### src/rtl/serial_rx_slave.sv
// serial_rx_slave: oversampled SPI-style slave, MSB-first frames to a parallel word with Valid/FrameErr strobes.
// Define SERIAL_RX_ECHO_EN to add MISO, which echoes the previous good word during the next frame.
module serial_rx_slave #(
  parameter int WIDTH = 32,
  parameter int SYNC_STAGES = 2
) (
  input  logic             clk,
  input  logic             rst_n,
  input  logic             ss,
  input  logic             sclk,
  input  logic             mosi,
`ifdef SERIAL_RX_ECHO_EN
  output logic             miso,
`endif
  output logic [WIDTH-1:0] data,
  output logic             valid,
  output logic             frame_err,
  output logic             busy,
  output logic [2:0]       current_state_out
);
  localparam int CW = $clog2(WIDTH + 1);
  typedef enum logic [2:0] {
    IDLE = 3'd0, SHIFT = 3'd1, FULL = 3'd2, COMMIT = 3'd3, ERR = 3'd4, ARM = 3'd5
  } state_t;
  state_t state, state_nx;
  logic [SYNC_STAGES-1:0] ss_sy, sclk_sy, mosi_sy;
  logic ss_q, sclk_q, ss_s, mosi_s, ss_rise, ss_fall, sclk_rise;
  logic [WIDTH-1:0] sr, sr_nx;
  logic [CW-1:0] cnt, cnt_nx;
  logic ovr, ovr_nx;
  // Synchronizers reset low so ARM waits for a genuinely high SS after reset.
  always_ff @(posedge clk or negedge rst_n)
    if (!rst_n) begin
      ss_sy <= '0;
      sclk_sy <= '0;
      mosi_sy <= '0;
      ss_q <= 1'b0;
      sclk_q <= 1'b0;
    end else begin
      ss_sy <= {ss_sy[SYNC_STAGES-2:0], ss};
      sclk_sy <= {sclk_sy[SYNC_STAGES-2:0], sclk};
      mosi_sy <= {mosi_sy[SYNC_STAGES-2:0], mosi};
      ss_q <= ss_s;
      sclk_q <= sclk_sy[SYNC_STAGES-1];
    end
  assign ss_s = ss_sy[SYNC_STAGES-1];
  assign mosi_s = mosi_sy[SYNC_STAGES-1];
  assign ss_rise = ss_s & ~ss_q;
  assign ss_fall = ~ss_s & ss_q;
  assign sclk_rise = sclk_sy[SYNC_STAGES-1] & ~sclk_q;
  // A bit arriving with the SS rise is counted before the frame end is judged.
  always_comb begin
    state_nx = state;
    sr_nx = sr;
    cnt_nx = cnt;
    ovr_nx = ovr;
    case (state)
      ARM: state_nx = ss_s ? IDLE : ARM;
      IDLE: if (ss_fall) begin
        sr_nx = '0;
        cnt_nx = '0;
        ovr_nx = 1'b0;
        state_nx = SHIFT;
      end
      SHIFT: begin
        if (sclk_rise) begin
          sr_nx = {sr[WIDTH-2:0], mosi_s};
          cnt_nx = cnt + CW'(1);
        end
        if (cnt_nx == CW'(WIDTH)) state_nx = ss_rise ? COMMIT : FULL;
        else if (ss_rise) state_nx = ERR;
      end
      FULL: begin
        ovr_nx = ovr | sclk_rise;
        state_nx = ss_rise ? COMMIT : FULL;
      end
      COMMIT, ERR: state_nx = IDLE;
      default: state_nx = ARM;
    endcase
  end
  always_ff @(posedge clk or negedge rst_n)
    if (!rst_n) begin
      state <= ARM;
      current_state_out <= 3'd0;
      sr <= '0;
      cnt <= '0;
      ovr <= 1'b0;
      data <= '0;
      valid <= 1'b0;
      frame_err <= 1'b0;
    end else begin
      state <= state_nx;
      current_state_out <= state_nx;
      sr <= sr_nx;
      cnt <= cnt_nx;
      ovr <= ovr_nx;
      valid <= state == COMMIT && !ovr;
      frame_err <= state == ERR || (state == COMMIT && ovr);
      if (state == COMMIT && !ovr) data <= sr;
    end
  assign busy = state == SHIFT || state == FULL;
`ifdef SERIAL_RX_ECHO_EN
  logic [WIDTH-1:0] tx;
  logic sclk_fall;
  assign sclk_fall = ~sclk_sy[SYNC_STAGES-1] & sclk_q;
  always_ff @(posedge clk or negedge rst_n)
    if (!rst_n) tx <= '0;
    else if (ss_fall) tx <= data;
    else if (sclk_fall && !ss_s) tx <= {tx[WIDTH-2:0], 1'b0};
  assign miso = ~ss_s & tx[WIDTH-1];
`endif
endmodule

### config.mk
export PLATFORM = sky130hd
export DESIGN_NAME = serial_rx_slave
export DESIGN_NICKNAME = d
export VERILOG_FILES = /design/src/rtl/serial_rx_slave.sv
export SDC_FILE = /design/constraint.sdc
export NUM_CORES = 1
export LEC_CHECK = 0
export BUFFER_PORTS_ARGS = -buffer_cell sky130_fd_sc_hd__buf_4
export CAP_MARGIN = 40
export CORE_MARGIN = 1
export CORE_UTILIZATION = 51
export CTS_CLUSTER_SIZE = 30
export DETAILED_ROUTE_END_ITERATION = 7
export PLACE_DENSITY = 0.77
export RECOVER_POWER = 100
export SETUP_SLACK_MARGIN = 0.3
export SYNTH_ARGS = -nofsm -noshare
export SYNTH_HDL_FRONTEND = slang
export SYNTH_SLANG_ARGS = --single-unit
### constraint.sdc
create_clock -name clk -period 1.65 [get_ports clk]
set_input_delay 0.495 -clock clk [delete_from_list [all_inputs] [get_ports clk]]
set_output_delay 0.495 -clock clk [all_outputs]
set_load 0.1 [all_outputs]
=== Word-level counts from Yosys, hierarchy flattened ===
Index checks and enable logic that the tools add are counted.

* Register bits: 87
* Output and inout port bits: 38

* Equality and inequality tests: 8
* Bitwise operators: 7
* Add/subtract/negate cells: 1
* Reductions and logical operators: 12
* Muxes and demuxes: 15

{| class="wikitable"
|+ Operator list
! cell !! count
|-
| 32-bit 2-to-1 mux || 2
|-
| 32-bit one-hot mux with 2 select lines || 1
|-
| 6-bit 2-to-1 mux || 3
|-
| 3-bit one-hot mux with 5 select lines || 1
|-
| 3-bit 2-to-1 mux || 4
|-
| 6-bit one-hot mux with 2 select lines || 1
|-
| 6-bit by 1-bit adder with 6-bit output, second input constant || 1
|-
| 3-bit by 2-bit == test with 1-bit output, second input constant || 2
|-
| 3-bit == test, second input constant || 2
|-
| 6-bit == test, second input constant || 1
|-
| 2-bit inequality test, second input constant || 2
|-
| 2-bit AND reduction || 2
|-
| 2-bit nonzero test || 2
|-
| 1-bit bitwise AND || 3
|-
| 3-bit by 1-bit == test with 1-bit output, second input constant || 1
|-
| 3-bit zero test || 1
|-
| 1-bit NOT || 3
|-
| 3-bit AND reduction || 1
|-
| 1-bit logical AND || 2
|-
| 1-bit logical OR || 2
|-
| 1-bit 2-to-1 mux || 2
|-
| 1-bit one-hot mux with 2 select lines || 1
|-
| 2-bit OR reduction || 1
|-
| 1-bit zero test || 1
|-
| 1-bit OR || 1
|}

=== Logic depth before layout (Yosys ltp) ===
Gate-level depths: netlist of the first run.

* Depth after elaboration: 7
* Depth in mapped cells: 7

=== Worst setup path before layout of the first run ===
No wires, ideal clock.

* Path type: flip-flop to output port
* From: register state[0]
* To: output busy
* Data arrival time: 2.518 ns
* Setup slack: -1.363 ns
* Stages on the path, launching flop included: 5
* Cells stage by stage: dfstp_2 > clkbuf_1 > clkbuf_1 > nand2b_1 > a21oi_1

* Word-level cells in the longest chain between the ends: 2
* Elaborated cells between the ends (all ways): 3
* Classes of those cells: eq/ne: 2; reduce/logical: 1

{| class="wikitable"
|+ Ends and longest elaborated chain
! item !! line !! text
|-
| from (decl) || 25 || <nowiki>state_t state, state_nx;</nowiki>
|-
| from (signal assigned) || 92 || <nowiki>state <= state_nx;</nowiki>
|-
| 3-bit by 1-bit == test with 1-bit output / 3-bit by 2-bit == test with 1-bit output (equally long branches) || 101 || <nowiki>assign busy = state == SHIFT || state == FULL;</nowiki>
|-
| 1-bit logical OR (*) || 101 ||
|-
| to (decl) || 18 || <nowiki>output logic busy,</nowiki>
|}

Mark *: on every way between the ends. The rest lies on a longest branch, timed or not.

=== Final worst setup path of the first run ===
Ends and elaborated chain as after synthesis.

==> results.ini, run 1 <==
[run_status]
status=finished, violations left
violations=setup timing

[route]
ant_nets=0
dr.first_iter.drc_count=145
wl_um=8650
drc=0
via_per_inst=5.91
wire_per_inst_um=22.1
dr.pass1.iters=4
num_vias=2309

[timing]
skew_ns=0.0152
max_freq_mhz=551
hold_viol=0
worstMarginPinSlew_ns=0.764
setup_viol_count_final=69
max_slew_margin=0.491
timing.final.ws_setup_ns=-0.165
period_share=1.10
rsz0062_at_grt=true
fin_crit_ns=1.81
report.final.slew_viol_count=0

[clock_network]
clk_path_buf_depth=2
cts.clk_slew.worst_paths_ns=0.10
cts_tree=yes
cts.sinks=86
hold_buffers=0
cts_root_buf=clkbuf_8
clk_latency_ns=0.36
htree_levels=3
cts_made_buffers=9

[yosys]
synth.most_common_cell=dfrtp_1
synth_common_cells=dfrtp_1, a22o_1, mux2_2, nor2_1, o21ai_0
synth_top_area_frac=0.638
synthArstFlopShare=1.00
synth_area_per_cell_um2=14.1
synth_edf_count=0
syn_inst=233
seq_area_frac_synth=0.654
synth_top_cells_by_area=dfrtp_1, mux2_2, a22o_1
yosys_register_bits=86
synth.distinct_cells=35
synth_ff_type=dfrtp_1
netlist_area_mm2=0.00329
yosysWarnings=0
synth_largest_area_cell=dfrtp_1
synth_nets=239

[grt]
grt_max_degree=34
antenna_found_initial=0
grt_pass1_vias=2315
gr-total-overflow=0
grt_pass1_wl_um=11600
groute.usage.overall=0.239

[worst_setup_path]
rr_endpoint=sr[19]$_DFFE_PN0P_
crit_start=state[0]$_DFF_PN1_
endpoint_kind=primary output
crit_type=flop to primary output
r2r_start=state[0]$_DFF_PN1_
crit_end=busy
startpoint_type=flop
worstPathRequired_ns=1.15
rr_worst_depth=7
arrival_ns=1.32
crit_fanout=3
rrSetupSlack_ns=-0.16

[placed_design]
dpl.hpwl_um=3810
dpl_worst_slack_ns=-0.0580
io_buffer_count=42
place.gp.congestion=0.823

[floorplanning]
core_mm2=0.00606
die_y_um=82.4
start_util=0.544
die_x_um=82.4
fp-row-count=28
dieArea_mm2=0.00678
io_pins=43

[run]
drv_cap=0

[layout]
area_growth_syn_to_layout_pct=41.3
drive_gt1_frac=0.630
nNetsFinal=317
diodes=0

[power]
power_uw=5410
power.leakage_uw=0.00221
peakVddDrop_uv=1060
power_density_mw_per_mm2=1160

[worst_hold_path]
hold_path_class=primary input to async pin

==> report_power, final <==
group / internal (uW) / leakage (uW) / total (uW) / switching (uW)
clock network: 593 / 0.0000849 / 1390 / 798
logic: 740 / 0.00101 / 1700 / 959
registers: 2230 / 0.00111 / 2320 / 87.5
==> cells in the final DEF, fill, tap and decap left out, types with 3 or more instances in the layout <==
cell type / synthesis / final
nor2_4: 0 / 3
xnor2_1: 3 / 3
mux2_2: 32 / 15
clkbuf_2: 0 / 3
clkbuf_4: 0 / 3
dfrtp_2: 0 / 37
clkinvlp_4: 0 / 3
o21ai_1: 0 / 4
nor2_1: 11 / 8
nand2_4: 0 / 4
a22o_1: 34 / 34
buf_6: 0 / 7
mux2_4: 0 / 17
buf_12: 0 / 7
dfrtp_1: 84 / 47
nand2b_4: 0 / 3
buf_8: 0 / 3
clkbuf_8: 0 / 10
clkbuf_16: 0 / 4
buf_4: 1 / 53
==> timing repair <==
item,in CTS,in global routing
buffers inserted,8,8
resized for setup,145,34
pin swaps,8,8
setup endpoints to repair,111,115
gates cloned,1,6
==> how the worst min path moves through the flow <==
| stage | slack, ns | endpoint | cells past startpoint |
|---|---|---|---|
| global placement | 0.33 | ss_sy[1]$_DFF_PN0_ | 0 |
| CTS | 0.07 | cnt[4]$_DFFE_PN0P_ | 1 |
| floorplan | 0.20 | cnt[0]$_DFFE_PN0P_ | 0 |
| detailed placement | 0.34 | ss_sy[1]$_DFF_PN0_ | 0 |
| global route | 0.23 | data[20]$_DFFE_PN0P_ | 1 |
| finish | 0.17 | data[20]$_DFFE_PN0P_ | 1 |
==> final cells by class <==
class                           instances  area, um2
Inverter                                1       3.75
Multi-Input combinational cell        132       1340
Tap cell                               75       93.8
Timing Repair Buffer                   81        832
Sequential cell                        86       2200
Fill cell                             319       1410
Clock inverter                          6       45.0
Clock buffer                           10        138
==> cell families (layout without fill, tap and decap cells) <==
family	Yosys count	in the layout	synth area share
AO/OA/AOI/OAI	55	55	0.132
adder cells (fa/ha/maj)	1	1	0.00380
XOR/XNOR	3	3	0.00798
AND/OR/NAND/NOR	40	40	0.0691
flip-flops	86	86	0.654
multiplexers	33	33	0.112
buffers and inverters	15	98	0.0209
==> routing by layer <==
| metal | wire length, um | GRT usage | vias up |
|---|---|---|---|
| li1 | - | - | 1010 |
| met1 | 3440 | 0.287 | 1170 |
| met2 | 4360 | 0.388 | 105 |
| met3 | 604 | 0.0791 | 24 |
| met4 | 242 | 0.114 | 0 |
| met5 | 0 | 0 | - |
==> metrics by stage <==
stage          utilization  hold WS, ns  cell area [um2]  cells  setup TNS [ns]
2_1_floorplan            -        0.199             3480    233          -0.477
3_3_place_gp         0.647        0.333             3920    352         -0.0290
3_5_place_dp         0.647        0.336             3920    352          -0.963
4_1_cts              0.795       0.0679             4820    377           -5.62
5_1_grt              0.768        0.231             4650    391          -12.70
6_report             0.768        0.172             4650    391           -8.76
==> registers in the layout, indices dropped and copies added (netlist names) <==
register	cells
sr	32
sclk_sy	2
cnt	6
ovr	1
frame_err	1
valid	1
ss_sy	2
current_state_out	2
mosi_sy	2
data	32
sclk_q	1
state	3
ss_q	1
==> critical path, stage by stage, from the launching register on <==
cell      delay, ns
dfstp_2        0.58
nand2b_4       0.06
a21oi_4        0.14
buf_12         0.19
No activity file was read; power rests on OpenSTA's default activity.
==> run 2: changes to the inputs <==
--- a/config.mk
+++ b/config.mk
@@ -14,6 +14,7 @@
 export PLACE_DENSITY = 0.77
 export RECOVER_POWER = 100
 export SETUP_SLACK_MARGIN = 0.3
+export SKIP_LAST_GASP = 1
 export SYNTH_ARGS = -nofsm -noshare
 export SYNTH_HDL_FRONTEND = slang
 export SYNTH_SLANG_ARGS = --single-unit
==> results.ini, run 2 (synthesized netlist as in run 1, its figures left out) <==
[floorplanning]
fp-row-count=28  ; unchanged
io_pins=43  ; unchanged
die_x_um=82.4  ; unchanged
dieArea_mm2=0.00678  ; unchanged
die_y_um=82.4  ; unchanged
start_util=0.544  ; unchanged
core_mm2=0.00606  ; unchanged

[placed_design]
dpl_cell_area_mm2=0.00392  ; unchanged
dp_cells=352  ; unchanged
dpl_worst_slack_ns=-0.0580  ; unchanged
dpl.hpwl_um=3810  ; unchanged
place.gp.congestion=0.823  ; unchanged
io_buffer_count=42  ; unchanged

[layout]
final_area_mm2=0.00497  ; +6.8%
diodes=0  ; unchanged
stdcell_count=390  ; -0.26%
drive_gt1_frac=0.622  ; -0.00752
reg.largest.list=data x32, sr x32, cnt x6
area_growth_syn_to_layout_pct=50.9
multi_input_area_mm2=0.00128  ; -4.9%
final_common_cell=dfrtp_1
layout_common_cells=dfrtp_1, dfrtp_2, a22o_1, buf_12, mux2_2
fill_cells=281  ; -12%
final-seq-area_mm2=0.00220  ; unchanged
nNetsFinal=316  ; -0.32%

[clock_network]
hold_buffers=0  ; unchanged
clk_path_buf_depth=2  ; unchanged
htree_levels=3  ; unchanged
cts.sinks=86  ; unchanged
cts_tree=yes
cts_made_buffers=9  ; unchanged
cts_root_buf=clkbuf_8
clk_latency_ns=0.35  ; about the same
cts.clk_slew.worst_paths_ns=0.09  ; about the same

[timing]
rsz0062_at_grt=true
max_slew_margin=0.484  ; -0.00687
setup_viol_count_final=69  ; unchanged
fin_crit_ns=1.84  ; +0.0258 ns
period_share=1.12  ; +0.0157
worstMarginPinSlew_ns=0.774  ; +0.0103 ns
final.setup.tns_ns=-9.97  ; -1.22 ns
timing.final.ws_setup_ns=-0.191  ; -0.0258 ns
report.final.slew_viol_count=0  ; unchanged
hold_viol=0  ; unchanged
skew_ns=0.00750  ; -0.00770 ns
max_freq_mhz=543  ; -1.4%

[run]
drv_cap=0  ; unchanged

[route]
wl_um=8040  ; -7.0%
num_vias=2318  ; +0.39%
via_per_inst=5.94  ; +0.65%
wire_per_inst_um=20.6  ; -6.8%
drc=0  ; unchanged
dr.first_iter.drc_count=127  ; -12%
ant_nets=0  ; unchanged
dr.pass1.iters=4  ; unchanged

[grt]
antenna_found_initial=0  ; unchanged
grtUsageMet2=0.339  ; -0.0496
busiest_layer=met2
grt_max_degree=34  ; unchanged
grt_pass1_vias=2224  ; -3.9%
met1_usage=0.275  ; -0.0121
groute.usage.overall=0.217  ; -0.0224
grt_pass1_wl_um=10600  ; -8.4%
gr-total-overflow=0  ; unchanged
grtUsageMet3=0.0659  ; -0.0132

[worst_setup_path]
endpoint_kind=flop
startpoint_type=flop
rrSetupSlack_ns=-0.19  ; -0.03 ns
worstPathRequired_ns=1.89  ; +0.74 ns
crit_type=flop to flop
crit_fanout=8  ; +5
arrival_ns=2.08  ; +0.76 ns

[power]
power_density_mw_per_mm2=1090  ; -6.0%
peakVddDrop_uv=1140  ; +7.7%
power.leakage_uw=0.00225  ; +1.7%
power_uw=5430  ; +0.39%

[run_status]
status=finished, violations left
violations=setup timing

[worst_hold_path]
hold_path_class=primary input to async pin

[run 2: changes by cell type in the layout (fill, tap and decap cells not counted), moves of 3 or more]
cell	delta
buf_12	+27
buf_4	-35
buf_6	+3
buf_8	+3
mux2_2	+10
mux2_4	-10
[run 2: path summary, 6_finish.rpt]
kind                                     from                    to  cells past startpoint
max                        state[0]$_DFF_PN1_    sr[14]$_DFFE_PN0P_                      7
min                                     rst_n    cnt[5]$_DFFE_PN0P_                      1
max reg2reg                state[0]$_DFF_PN1_    sr[14]$_DFFE_PN0P_                      7
min reg2reg                ss_sy[0]$_DFF_PN0_    ss_sy[1]$_DFF_PN0_                      0
max in group asynchronous               rst_n   data[0]$_DFFE_PN0P_                      2
min in group clk                         sclk  sclk_sy[0]$_DFF_PN0_                      1
[run 2: critical path, stage by stage, from the launching register on]
cell       delay, ns
dfstp_2         0.58
buf_4           0.12
buf_6           0.10
buf_12          0.11
mux2i_4         0.25
nand2_4         0.13
clkbuf_16       0.19
a22o_1          0.24
[run 2: what timing repair did]
item / CTS / global route
hold endpoints to repair: 0 / 0
pin swaps: 7 / 7
cloned: 1 / 7
gates resized for setup: 81 / 66
setup endpoints to repair: 111 / 115
buffers inserted: 8 / 6
[run 2: final cells by class]
class | instances | area share
flip-flops and latches | 86 | 0.443
multi-input cells | 132 | 0.257
repair buffers | 80 | 0.244
clock buffers | 10 | 0.0277
well taps | 75 | 0.0189
clock inverters | 6 | 0.00906
inverters | 1 | 0.000755
[run 2: stage by stage]
stage | hold WS [ns] | util
floorplan | 0.199 | -
global placement | 0.333 | 0.647
detailed placement | 0.336 | 0.647
CTS | 0.0679 | 0.748
global route | 0.216 | 0.820
finish | 0.176 | 0.820
[run 2: per-layer routing]
| metal | wire length [um] | vias to the layer above |
|---|---|---|
| met5 | 0 | - |
| met4 | 167 | 0 |
| met3 | 459 | 15 |
| met2 | 3880 | 92 |
| met1 | 3530 | 1199 |
| li1 | - | 1012 |
[run 2: power by group]
part	switching, uW	internal (uW)
registers	97.7	2230
clock network	773	593
logic	938	797
total	1810	3620
